`config.mk`:
```
export PLATFORM = sky130hd
export DESIGN_NAME = ones_pattern_gen
export DESIGN_NICKNAME = d
export VERILOG_FILES = /design/src/rtl/ones_pattern_gen_pkg.sv /design/src/rtl/popcount_w.sv /design/src/rtl/ones_pattern_gen.sv
export SDC_FILE = /design/constraint.sdc
export NUM_CORES = 1
export LEC_CHECK = 0
export BUFFER_PORTS_ARGS = -buffer_cell sky130_fd_sc_hd__buf_4
export CORE_ASPECT_RATIO = 0.8
export CORE_MARGIN = 4
export CORE_UTILIZATION = 25
export DETAILED_ROUTE_END_ITERATION = 6
export SLEW_MARGIN = 40
export SYNTH_ARGS = -nofsm -noshare
export SYNTH_HDL_FRONTEND = slang
export SYNTH_SLANG_ARGS = --single-unit
```
`constraint.sdc`:
```
create_clock -name clk -period 4.1 [get_ports clk]
set_input_delay 0.205 -clock clk [delete_from_list [all_inputs] [get_ports clk]]
set_output_delay 0.205 -clock clk [all_outputs]
set_load 0.005 [all_outputs]
```
`src/rtl/ones_pattern_gen_pkg.sv`:
```
// Shared types and helpers for the same-popcount word enumerator.
package ones_pattern_gen_pkg;

  typedef enum logic [1:0] {
    ST_IDLE = 2'd0,
    ST_RUN  = 2'd1,
    ST_FIN  = 2'd2
  } state_e;

  localparam int DEFAULT_W = 8;

  // Binomial coefficient C(n, r); zero outside 0..n.
  function automatic int binom(input int n, input int r);
    int acc;
    if (r < 0 || r > n) return 0;
    acc = 1;
    for (int i = 1; i <= r; i++) acc = acc * (n - r + i) / i;
    return acc;
  endfunction

endpackage

```
`src/rtl/popcount_w.sv`:
```
// Parameterized combinational ones-counter.
module popcount_w #(
  parameter int W  = 8,
  parameter int CW = $clog2(W + 1)
) (
  input  logic [W-1:0]  data_i,
  output logic [CW-1:0] count_o
);

  always_comb begin
    count_o = '0;
    for (int i = 0; i < W; i++) count_o = count_o + CW'(data_i[i]);
  end

endmodule

```
`src/rtl/ones_pattern_gen.sv`:
```
// Enumerates every W-bit word with exactly k ones, ascending, over a valid/ready port.
// Optional self-check (popcount + monotonicity) enabled by ONES_PATTERN_GEN_CHECK_EN.
module ones_pattern_gen
  import ones_pattern_gen_pkg::*;
#(
  parameter int W  = DEFAULT_W,
  parameter int CW = $clog2(W + 1),
  parameter int IW = 16
) (
  input  logic          clk,
  input  logic          rst,
  input  logic          start,
  input  logic [CW-1:0] k,
  output logic          busy,
  output logic          pat_valid,
  input  logic          pat_ready,
  output logic [W-1:0]  pat,
  output logic [IW-1:0] pat_idx,
  output logic          pat_last,
  output logic          done,
  output logic          err,
  output state_e        dbg_state
`ifdef ONES_PATTERN_GEN_CHECK_EN
  ,
  output logic          chk_err
`endif
);

  // Handshake: a word transfers on a rising edge where pat_valid & pat_ready;
  // pat/pat_idx/pat_last are held stable while pat_valid & !pat_ready.

  state_e        state_q;
  logic          busy_q, valid_q, last_q, done_q, err_q;
  logic [W-1:0]  pat_q, last_pat_q;
  logic [IW-1:0] idx_q;

  logic          k_ill;
  logic [W-1:0]  first_pat, final_pat, nxt;
  logic [W:0]    p_ext, c_ext, r_ext, t_ext;
  logic [CW-1:0] sh;

  function automatic logic [CW-1:0] ctz(input logic [W:0] v);
    logic [CW-1:0] res;
    res = '0;
    for (int i = W; i >= 0; i--) if (v[i]) res = CW'(i);
    return res;
  endfunction

  assign k_ill = (k > CW'(W));

  always_comb begin
    first_pat = '0;
    final_pat = '0;
    for (int i = 0; i < W; i++) begin
      first_pat[i] = (i < int'(k));
      final_pat[i] = (i >= W - int'(k));
    end
  end

  // Same-popcount successor; the shift by ctz(c) stands in for division by c.
  always_comb begin
    p_ext = {1'b0, pat_q};
    c_ext = p_ext & (~p_ext + {{W{1'b0}}, 1'b1});
    r_ext = p_ext + c_ext;
    sh    = ctz(c_ext);
    t_ext = ((r_ext ^ p_ext) >> 2) >> sh;
    nxt   = W'(r_ext | t_ext);
  end

  always_ff @(posedge clk) begin
    if (rst) begin
      state_q    <= ST_IDLE;
      busy_q     <= 1'b0;
      valid_q    <= 1'b0;
      last_q     <= 1'b0;
      done_q     <= 1'b0;
      err_q      <= 1'b0;
      pat_q      <= '0;
      last_pat_q <= '0;
      idx_q      <= '0;
    end else begin
      case (state_q)
        ST_IDLE: begin
          if (start) begin
            err_q  <= k_ill;
            busy_q <= 1'b1;
            if (k_ill) begin
              state_q <= ST_FIN;
              done_q  <= 1'b1;
            end else begin
              state_q    <= ST_RUN;
              valid_q    <= 1'b1;
              pat_q      <= first_pat;
              last_pat_q <= final_pat;
              idx_q      <= '0;
              last_q     <= (first_pat == final_pat);
            end
          end
        end
        ST_RUN: begin
          if (pat_ready) begin
            if (last_q) begin
              state_q <= ST_FIN;
              valid_q <= 1'b0;
              last_q  <= 1'b0;
              done_q  <= 1'b1;
            end else begin
              pat_q  <= nxt;
              idx_q  <= idx_q + IW'(1);
              last_q <= (nxt == last_pat_q);
            end
          end
        end
        ST_FIN: begin
          state_q <= ST_IDLE;
          done_q  <= 1'b0;
          busy_q  <= 1'b0;
        end
        default: begin
          state_q <= ST_IDLE;
          busy_q  <= 1'b0;
          valid_q <= 1'b0;
          done_q  <= 1'b0;
        end
      endcase
    end
  end

  assign busy      = busy_q;
  assign pat_valid = valid_q;
  assign pat       = pat_q;
  assign pat_idx   = idx_q;
  assign pat_last  = last_q;
  assign done      = done_q;
  assign err       = err_q;
  assign dbg_state = state_q;

`ifdef ONES_PATTERN_GEN_CHECK_EN
  logic [CW-1:0] k_q, pc;
  logic          chk_err_q;

  popcount_w #(.W(W), .CW(CW)) u_popcount (
    .data_i  (pat_q),
    .count_o (pc)
  );

  always_ff @(posedge clk) begin
    if (rst) begin
      k_q       <= '0;
      chk_err_q <= 1'b0;
    end else if (state_q == ST_IDLE && start) begin
      k_q       <= k;
      chk_err_q <= 1'b0;
    end else if (state_q == ST_RUN && pat_ready) begin
      if (pc != k_q) chk_err_q <= 1'b1;
      if (!last_q && nxt <= pat_q) chk_err_q <= 1'b1;
    end
  end

  assign chk_err = chk_err_q;
`endif

endmodule
```
==> reports/qor.log, run 1 <==
INFO  outcome        run_status=completed
INFO  floorplan      row_count=35
INFO  sta            finClkSkew=0.00167ns
INFO  worst_setup_path top_family_by_delay_on_critical_path=compound AO/OA/AOI/OAI gates
INFO  worst_setup_path rr_startpoint=pat[2]$_SDFFE_PP0P_
INFO  global_route   largest_net_degree_at_the_start_of_global_routing=24
INFO  worst_setup_path critical_path.max_fanout=19
INFO  worst_setup_path setup.worst_path.start_class=register
INFO  worst_setup_path regToRegEndpoint=pat_last$_SDFFE_PP0P_
INFO  routing        avg_wl_per_cell=14.7um
INFO  floorplan      initial_utilization=25.5%
INFO  routing        drt-pass1-iter-count=5
INFO  finish         stdcell_area=3420um2
INFO  worst_setup_path worst-setup-path-type=reg2reg
INFO  clock_tree     cts_num_sinks=39
INFO  global_route   grt_first_pass_wirelength=13900um
INFO  clock_tree     tritoncts.num_buffers=5
INFO  clock_tree     clk_pin_slew=0.06ns
INFO  worst_setup_path end_kind=register
INFO  floorplan      io_pins=39
INFO  clock_tree     cts.repair.resized=0
INFO  sta            time_the_worst_path_needs_with_i_o_delays_and_setup=2.99ns
INFO  synth          synthesis.nets=416
INFO  worst_setup_path arrival=3.16ns
INFO  hold_path      hold_crit_class=in2reg
INFO  synth          post_synth_num_cell_types=64
INFO  clock_tree     number_of_setup_buffers_added_after_cts=0
INFO  worst_setup_path cp_cell_sequence=or2_1, a211oi_1, o31ai_1, mux2i_1, a21oi_1, o21ai_0, xnor2_1, a31o_1
INFO  finish         area_growth_synth_to_finish=17.1%
INFO  routing        drt_iter0_drc=436
INFO  clock_tree     h-tree-depth=2
INFO  clock_tree     clock_insertion_delay_worst_skew=0.28ns
INFO  place          placed_cells_incl_taps=562
INFO  sta            maxSlewViolCount=0
INFO  finish         num-nets-final=435
INFO  job            max_cap_viol_count=0
INFO  clock_tree     cts_max_path_buffers=2
INFO  clock_tree     cts-root-buf=sky130_fd_sc_hd__clkbuf_16
INFO  sta            final.period_utilization=72.9%
INFO  routing        via_count=3017
INFO  worst_setup_path critPathBufInv=0
INFO  worst_setup_path r2r_slack=1.11ns
INFO  synth          ys_seq_area_share=26.7%
INFO  routing        route.antenna.remaining_nets=0
INFO  sta            grt_setup_unrepaired=no
INFO  clock_tree     cts_tree=done
INFO  sta            setup_total_negative_slack=0ns
INFO  synth          yosys_warnings=0
INFO  routing        routed_via_density=5.29
INFO  place          port-buffer-count=38
INFO  place          detailed_place_hpwl=6250um
INFO  worst_setup_path critPathMaxStageDelay=0.74ns
INFO  pwr            max-vdd-ir-drop=0.145mV
INFO  synth          synth_enable_flop_cells=0
INFO  synth          synth_top_flop_cell=sky130_fd_sc_hd__dfxtp_1
INFO  finish         fin_util=29.8%
INFO  global_route   initial_antenna_violation_count=0
INFO  finish         final_cells=570
INFO  finish         antennaDiodeCount=0
INFO  global_route   vias_in_the_first_global_route=2685
INFO  floorplan      die_height=105um
INFO  sta            setup_viol=0
INFO  sta            hold_violations=0
INFO  place          dpl_cell_area=3290um2
INFO  floorplan      floorplan.die_area=13500um2
INFO  finish         drive_above_1_share=12.6%
INFO  global_route   grt.overflow.total=0
INFO  finish         mostFrequentLayoutCells=sky130_fd_sc_hd__nor2_1, sky130_fd_sc_hd__dfxtp_1, sky130_fd_sc_hd__buf_4, sky130_fd_sc_hd__nand2_1, sky130_fd_sc_hd__a21oi_1
INFO  pwr            leakagePower=1.32nW
INFO  sta            timing_worst_slew_pin_value=0.785ns
INFO  worst_setup_path reg2regPathDepth=8
INFO  routing        drt_wl_total=8360um
INFO  pwr            power=1.28mW
INFO  synth          syn_area_per_cell=7.27um2
INFO  place          gp_congestion=0.907
INFO  worst_setup_path setup.worst_path.end=pat_last$_SDFFE_PP0P_
INFO  worst_setup_path worst_path_required=4.27ns
INFO  finish         layout.cells.most_common=sky130_fd_sc_hd__nor2_1
INFO  synth          total_of_flip_flops_plus_latches_after_synthesis=39
INFO  floorplan      placeableCoreArea=11500um2
INFO  sta            timing.max_slew.rel_slack=47.6%
INFO  worst_setup_path worst_path_max_delay_cell=sky130_fd_sc_hd__dfxtp_1
INFO  routing        post-route-drc-count=0
INFO  worst_setup_path crit_path_start=pat[2]$_SDFFE_PP0P_
INFO  pwr            cell_pwr_density=374nW/um2
INFO  sta            max_freq=335MHz
INFO  worst_setup_path worstSetupPathDepth=8
INFO  floorplan      fp.dieW=129um
INFO  clock_tree     post_cts_hold_buffer_count=0
INFO  synth          post_synth_arst_share=0%
INFO  global_route   track_usage=12.2%
INFO  synth          synthesis.instances=402
INFO  synth          synth_area=2920um2
==> state kept, by name, summed over array words and instances, names as in the netlist <==
signal      flops
pat_idx        16
last_pat_q      8
pat             8
dbg_state       2
busy            1
done            1
err             1
pat_last        1
pat_valid       1
==> area by class of cell <==
cell class / instances / area [um2]
timing repair buffer: 39 / 293
multi-input combinational: 327 / 1990
inverter: 9 / 33.8
tap: 148 / 185
clock buffer: 7 / 133
sequential: 39 / 781
fill: 1237 / 8050
clock inverter: 1 / 5.00
==> Yosys cell counts, types with 5 or more instances <==
cell	instances	share of area, %
sky130_fd_sc_hd__a211oi_1	6	1.5
sky130_fd_sc_hd__clkbuf_1	16	2.1
sky130_fd_sc_hd__buf_2	11	1.9
sky130_fd_sc_hd__xor2_1	9	2.7
sky130_fd_sc_hd__ha_1	6	2.6
sky130_fd_sc_hd__nand2_1	36	4.6
sky130_fd_sc_hd__nor3_1	11	1.9
sky130_fd_sc_hd__xnor2_1	13	3.9
sky130_fd_sc_hd__and3_1	8	1.7
sky130_fd_sc_hd__a21oi_1	34	5.8
sky130_fd_sc_hd__a31oi_1	5	1.1
sky130_fd_sc_hd__o211ai_1	6	1.5
sky130_fd_sc_hd__nand2b_1	7	1.5
sky130_fd_sc_hd__nor2_1	55	7.1
sky130_fd_sc_hd__dfxtp_1	39	27
sky130_fd_sc_hd__nor2b_1	15	3.2
sky130_fd_sc_hd__o21ai_0	19	3.3
sky130_fd_sc_hd__nand3_1	12	2.1
sky130_fd_sc_hd__inv_1	9	1.2
sky130_fd_sc_hd__and2_1	5	1.1
sky130_fd_sc_hd__nand4_1	5	1.1
==> power by group <==
part | total [mW] | switching (mW) | internal, mW
clock | 0.368 | 0.143 | 0.225
combinational | 0.457 | 0.277 | 0.180
sequential | 0.456 | 0.0528 | 0.403
==> cells by family (layout without fill, tap and decap cells) <==
kind of cell | count (synthesis) | after routing | share of synthesized area, %
fa+ha+maj | 6 | 6 | 2.57
xor+xnor | 22 | 22 | 6.59
compound gates | 119 | 119 | 28.0
buf+inv | 36 | 56 | 5.09
flops | 39 | 39 | 26.7
mux | 3 | 3 | 1.03
simple gates | 177 | 177 | 30.0
==> per-layer routing <==
layer  track usage, %  up-vias  routed length, um
li1                 -     1495                  -
met4             2.62        0                 82
met5                0        -                  0
met1             19.4     1414               4260
met3             2.15        8                479
met2             16.7      100               3530
==> worst min-delay path by stage <==
stage	start	end	cells past startpoint
2_1_floorplan	start	dbg_state[0]$_SDFFE_PP0P_	2
3_3_place_gp	busy$_SDFFE_PP0P_	busy$_SDFFE_PP0P_	2
3_5_place_dp	done$_SDFFE_PP0P_	done$_SDFFE_PP0P_	1
4_1_cts	start	dbg_state[0]$_SDFFE_PP0P_	3
5_1_grt	start	dbg_state[0]$_SDFFE_PP0P_	3
6_report	start	dbg_state[0]$_SDFFE_PP0P_	3
==> tightest hold or removal path, cell delays in order <==
cell                     delay (ns)
sky130_fd_sc_hd__buf_4         0.08
sky130_fd_sc_hd__nor3_1        0.03
sky130_fd_sc_hd__nor3_1        0.11
==> per-stage QoR <==
step           hold slack, ns  worst slack, ns
5_1_grt                 0.263            0.806
3_5_place_dp            0.456            0.923
3_3_place_gp            0.451             1.02
4_1_cts                 0.225             1.17
2_1_floorplan           0.375             1.50
6_report                0.211             1.11
No activity file was read; power rests on OpenSTA's default activity.
==> inputs of run 2 (changes only) <==
Settings changed: ABC_AREA from default to 1.
Clock period 4.1 ns to 2.8 ns, I/O delays scaled along.
==> run 2 against run 1 <==
Final cell count grew 6.1%. Synthesized cell count rose by 6.0%. Routed wire length down 7.4%. Combinational power grew 150%. Cell area down 3.0%. Worst setup slack lost 0.48 ns. Sequential cell count is the same. Largest cell class unchanged. Highest routed layer unchanged.
==> reports/qor.log, run 2 <==
INFO  worst_setup_path reg2regPathDepth=15 [+7]
INFO  place          dpl_cell_area=3160um2 [-3.7%]
INFO  sta            timing_worst_slew_pin_value=0.394ns [-0.391 ns]
INFO  sta            grt_setup_unrepaired=no
INFO  routing        routed_via_density=4.80 [-9.3%]
INFO  floorplan      row_count=33 [-5.7%]
INFO  finish         mostFrequentLayoutCells=sky130_fd_sc_hd__nand2_1, sky130_fd_sc_hd__inv_1, sky130_fd_sc_hd__buf_4, sky130_fd_sc_hd__nor2_1, sky130_fd_sc_hd__dfxtp_1
INFO  worst_setup_path arrival=2.38ns [-0.78 ns]
INFO  synth          ys_seq_area_share=28.7% [+2.0 points]
INFO  finish         antennaDiodeCount=0 [unchanged]
INFO  floorplan      initial_utilization=26.1% [+0.58 points]
INFO  finish         stdcell_area=3320um2 [-3.0%]
INFO  synth          synth_simple_gate_area_share=40.4% [+10 points]
INFO  outcome        run_status=completed
INFO  pwr            power=2.45mW [+91%]
INFO  worst_setup_path critPathBufInv=1 [+1]
INFO  sta            finClkSkew=0.00900ns [+0.00733 ns]
INFO  synth          synth_area=2720um2 [-6.9%]
INFO  worst_setup_path critical_path.max_fanout=10 [-9]
INFO  worst_setup_path end_kind=register
INFO  synth          netlist.top_cell.by_area=sky130_fd_sc_hd__dfxtp_1
INFO  worst_setup_path regToRegEndpoint=pat_last$_SDFFE_PP0P_
INFO  routing        avg_wl_per_cell=12.8um [-13%]
INFO  clock_tree     cts_tree=done
INFO  global_route   grt_first_pass_wirelength=12900um [-7.1%]
INFO  synth          yosys-mux-area-fraction=0% [-1.0 points]
INFO  finish         layout.cells.most_common=sky130_fd_sc_hd__nand2_1
INFO  synth          synth_enable_flop_cells=0 [unchanged]
INFO  sta            worst_hold_slack=0.137ns [-0.0749 ns]
INFO  worst_setup_path path_common_cell=sky130_fd_sc_hd__nand2_1
INFO  hold_path      hold_crit_class=in2reg
INFO  sta            setup_total_negative_slack=0ns [unchanged]
INFO  worst_setup_path worst-setup-path-type=reg2reg
INFO  synth          total_of_flip_flops_plus_latches_after_synthesis=39 [unchanged]
INFO  job            max_cap_viol_count=0 [unchanged]
INFO  global_route   grt.overflow.total=0 [unchanged]
INFO  worst_setup_path critPathMaxStageDelay=0.42ns [-0.32 ns]
INFO  sta            hold_violations=0 [unchanged]
INFO  floorplan      io_pins=39 [unchanged]
INFO  finish         area_growth_synth_to_finish=22.1%
INFO  worst_setup_path top_family_by_delay_on_critical_path=simple AND/OR/NAND/NOR gates
INFO  synth          post_synth_num_cell_types=42 [-34%]
INFO  clock_tree     cts.repair.resized=0 [unchanged]
INFO  clock_tree     h-tree-depth=2 [unchanged]
INFO  clock_tree     tritoncts.num_buffers=5 [unchanged]
INFO  synth          post_synth_xor_area_fraction=1.29% [-5.3 points]
INFO  finish         n_fill_cell=1142 [-7.7%]
INFO  routing        drt_wl_total=7740um [-7.4%]
INFO  global_route   largest_net_degree_at_the_start_of_global_routing=29 [+21%]
INFO  pwr            cell_pwr_density=738nW/um2 [+97%]
INFO  place          port-buffer-count=38 [unchanged]
INFO  floorplan      fp.dieW=125um [-3.3%]
INFO  hold_path      timing.hold.worst_path_depth=3 [unchanged]
INFO  sta            final.period_utilization=77.6% [+4.7 points]
INFO  sta            setup_viol=0 [unchanged]
INFO  synth          synthesis.instances=426 [+6.0%]
INFO  routing        drt-pass1-iter-count=5 [unchanged]
INFO  worst_setup_path setup.worst_path.start_class=register
INFO  floorplan      placeableCoreArea=10400um2 [-9.0%]
INFO  worst_setup_path worst_path_required=3.01ns [-1.26 ns]
INFO  sta            max_freq=460MHz [+38%]
INFO  finish         drive_above_1_share=17.2% [+4.6 points]
INFO  clock_tree     number_of_setup_buffers_added_after_cts=0 [unchanged]
INFO  place          detailed_place_hpwl=6050um [-3.2%]
INFO  hold_path      hold_path_end=busy$_SDFFE_PP0P_
INFO  synth          synth_top_flop_cell=sky130_fd_sc_hd__dfxtp_1
INFO  synth          syn_area_per_cell=6.39um2 [-12%]
INFO  finish         largest_register_ff_count=16 [unchanged]
INFO  synth          post_synth_arst_share=0% [unchanged]
INFO  place          gp_congestion=0.874 [-3.6%]
INFO  synth          synth_adder_area_share=2.76% [+0.19 points]
INFO  pwr            leakagePower=1.54nW [+17%]
INFO  global_route   initial_antenna_violation_count=0 [unchanged]
INFO  worst_setup_path worst_path_max_delay_cell=sky130_fd_sc_hd__dfxtp_1
INFO  synth          synth.area.top_cells=sky130_fd_sc_hd__dfxtp_1, sky130_fd_sc_hd__nand2_1, sky130_fd_sc_hd__inv_1
INFO  floorplan      die_height=101um [-3.2%]
INFO  worst_setup_path r2r_slack=0.63ns [-0.48 ns]
INFO  finish         final_cells=605 [+6.1%]
INFO  synth          synth_compound_gate_area_share=16.3% [-12 points]
INFO  sta            timing.max_slew.rel_slack=73.7% [+26 points]
INFO  synth          synth.top_cells.by_count=sky130_fd_sc_hd__nand2_1, sky130_fd_sc_hd__inv_1, sky130_fd_sc_hd__dfxtp_1, sky130_fd_sc_hd__nor2_1, sky130_fd_sc_hd__nand3_1
INFO  clock_tree     cts-root-buf=sky130_fd_sc_hd__clkbuf_16
INFO  hold_path      worst_hold_startpoint=start
INFO  synth          synth_top_family_by_area=simple AND/OR/NAND/NOR gates
INFO  global_route   track_usage=12.0% [-0.17 points]
INFO  floorplan      floorplan.die_area=12600um2 [-6.4%]
INFO  clock_tree     cts_max_path_buffers=2 [unchanged]
INFO  synth          yosys_warnings=0 [unchanged]
INFO  clock_tree     clk_pin_slew=0.06ns [about the same]
INFO  routing        drt_iter0_drc=167 [-62%]
INFO  routing        via_count=2905 [-3.7%]
INFO  worst_setup_path cp_cell_sequence=nor2_4, nand2_1, nor2_1, o21ai_2, nand2_1, nand2_2, inv_2, nand3_1, nand3_1, nand2_1, nand2_1, nand2_1, nor2_1, nand3_1, a21oi_2
INFO  synth          synthDominantCellAreaShare=28.7% [+2.0 points]
INFO  clock_tree     clock_insertion_delay_worst_skew=0.28ns [about the same]
INFO  clock_tree     cts_num_sinks=39 [unchanged]
INFO  place          placed_cells_incl_taps=598 [+6.4%]
INFO  clock_tree     post_cts_hold_buffer_count=0 [unchanged]
INFO  sta            time_the_worst_path_needs_with_i_o_delays_and_setup=2.17ns [-0.817 ns]
INFO  synth          synthesis.nets=440 [+5.8%]
INFO  sta            maxSlewViolCount=0 [unchanged]
INFO  routing        route.antenna.remaining_nets=0 [unchanged]
INFO  pwr            max-vdd-ir-drop=0.276mV [+91%]
INFO  finish         num-nets-final=479 [+10%]
INFO  global_route   vias_in_the_first_global_route=2698 [+0.48%]
INFO  routing        post-route-drc-count=0 [unchanged]
INFO  worst_setup_path rr_startpoint=pat[2]$_SDFFE_PP0P_
INFO  synth          yosysMostFrequentCell=sky130_fd_sc_hd__nand2_1
## run 2: worst register-to-register path, cell delays in order (launching register included)
cell and delay (ns):
sky130_fd_sc_hd__dfxtp_1 0.42, sky130_fd_sc_hd__nor2_4 0.20, sky130_fd_sc_hd__nand2_1 0.07, sky130_fd_sc_hd__nor2_1 0.16
sky130_fd_sc_hd__o21ai_2 0.11, sky130_fd_sc_hd__nand2_1 0.09, sky130_fd_sc_hd__nand2_2 0.14, sky130_fd_sc_hd__inv_2 0.14
sky130_fd_sc_hd__nand3_1 0.08, sky130_fd_sc_hd__nand3_1 0.11, sky130_fd_sc_hd__nand2_1 0.10, sky130_fd_sc_hd__nand2_1 0.08
sky130_fd_sc_hd__nand2_1 0.05, sky130_fd_sc_hd__nor2_1 0.13, sky130_fd_sc_hd__nand3_1 0.11, sky130_fd_sc_hd__a21oi_2 0.13
## run 2: final cells by class
class / count / area, um2 / area share (%)
tap: 140 / 175 / 5.27
clock buffer: 6 / 129 / 3.88
inverter: 62 / 233 / 7.00
timing repair buffer: 43 / 323 / 9.71
multi-input combinational: 314 / 1650 / 49.7
sequential: 39 / 781 / 23.5
clock inverter: 1 / 30.0 / 0.904
## run 2: through the flow
step | setup WS (ns) | util (%)
after global routing | 0.363 | 31.8
after global placement | 0.687 | 30.3
final | 0.628 | 31.8
after detailed placement | 0.637 | 30.3
after floorplan | 0.991 | -
after CTS | 0.658 | 31.8
## run 2: worst max-delay path by stage
stage,from,to,slack (ns),cells past startpoint
after floorplan,pat[2]$_SDFFE_PP0P_,pat_last$_SDFFE_PP0P_,0.99,16
after global placement,k[0],pat_last$_SDFFE_PP0P_,0.69,16
after detailed placement,k[0],pat_last$_SDFFE_PP0P_,0.64,16
after CTS,pat[2]$_SDFFE_PP0P_,pat_last$_SDFFE_PP0P_,0.66,15
after global routing,pat[2]$_SDFFE_PP0P_,pat_last$_SDFFE_PP0P_,0.36,14
final,pat[2]$_SDFFE_PP0P_,pat_last$_SDFFE_PP0P_,0.63,15
## run 2: report_power, final
part / total (mW) / leakage (nW) / internal, mW / switching (mW)
clock: 0.624 / 0.0769 / 0.415 / 0.209
sequential: 0.695 / 0.319 / 0.614 / 0.0806
combinational: 1.13 / 1.14 / 0.383 / 0.748
total: 2.45 / 1.54 / 1.41 / 1.04
## run 2: kinds of logic after synthesis
group,count (synthesis)
compound gates,77
flops,39
fa+ha+maj,6
buf+inv,73
xor+xnor,4
simple gates,227
## run 2: layer usage
metal  vias to the layer above  wire length (um)  GRT usage (%)
li1                       1479                 -              -
met1                      1319              3770           17.1
met2                       105              3370           18.8
met3                         2               586           2.95
met4                         0                14           2.11
met5                         -                 0              0
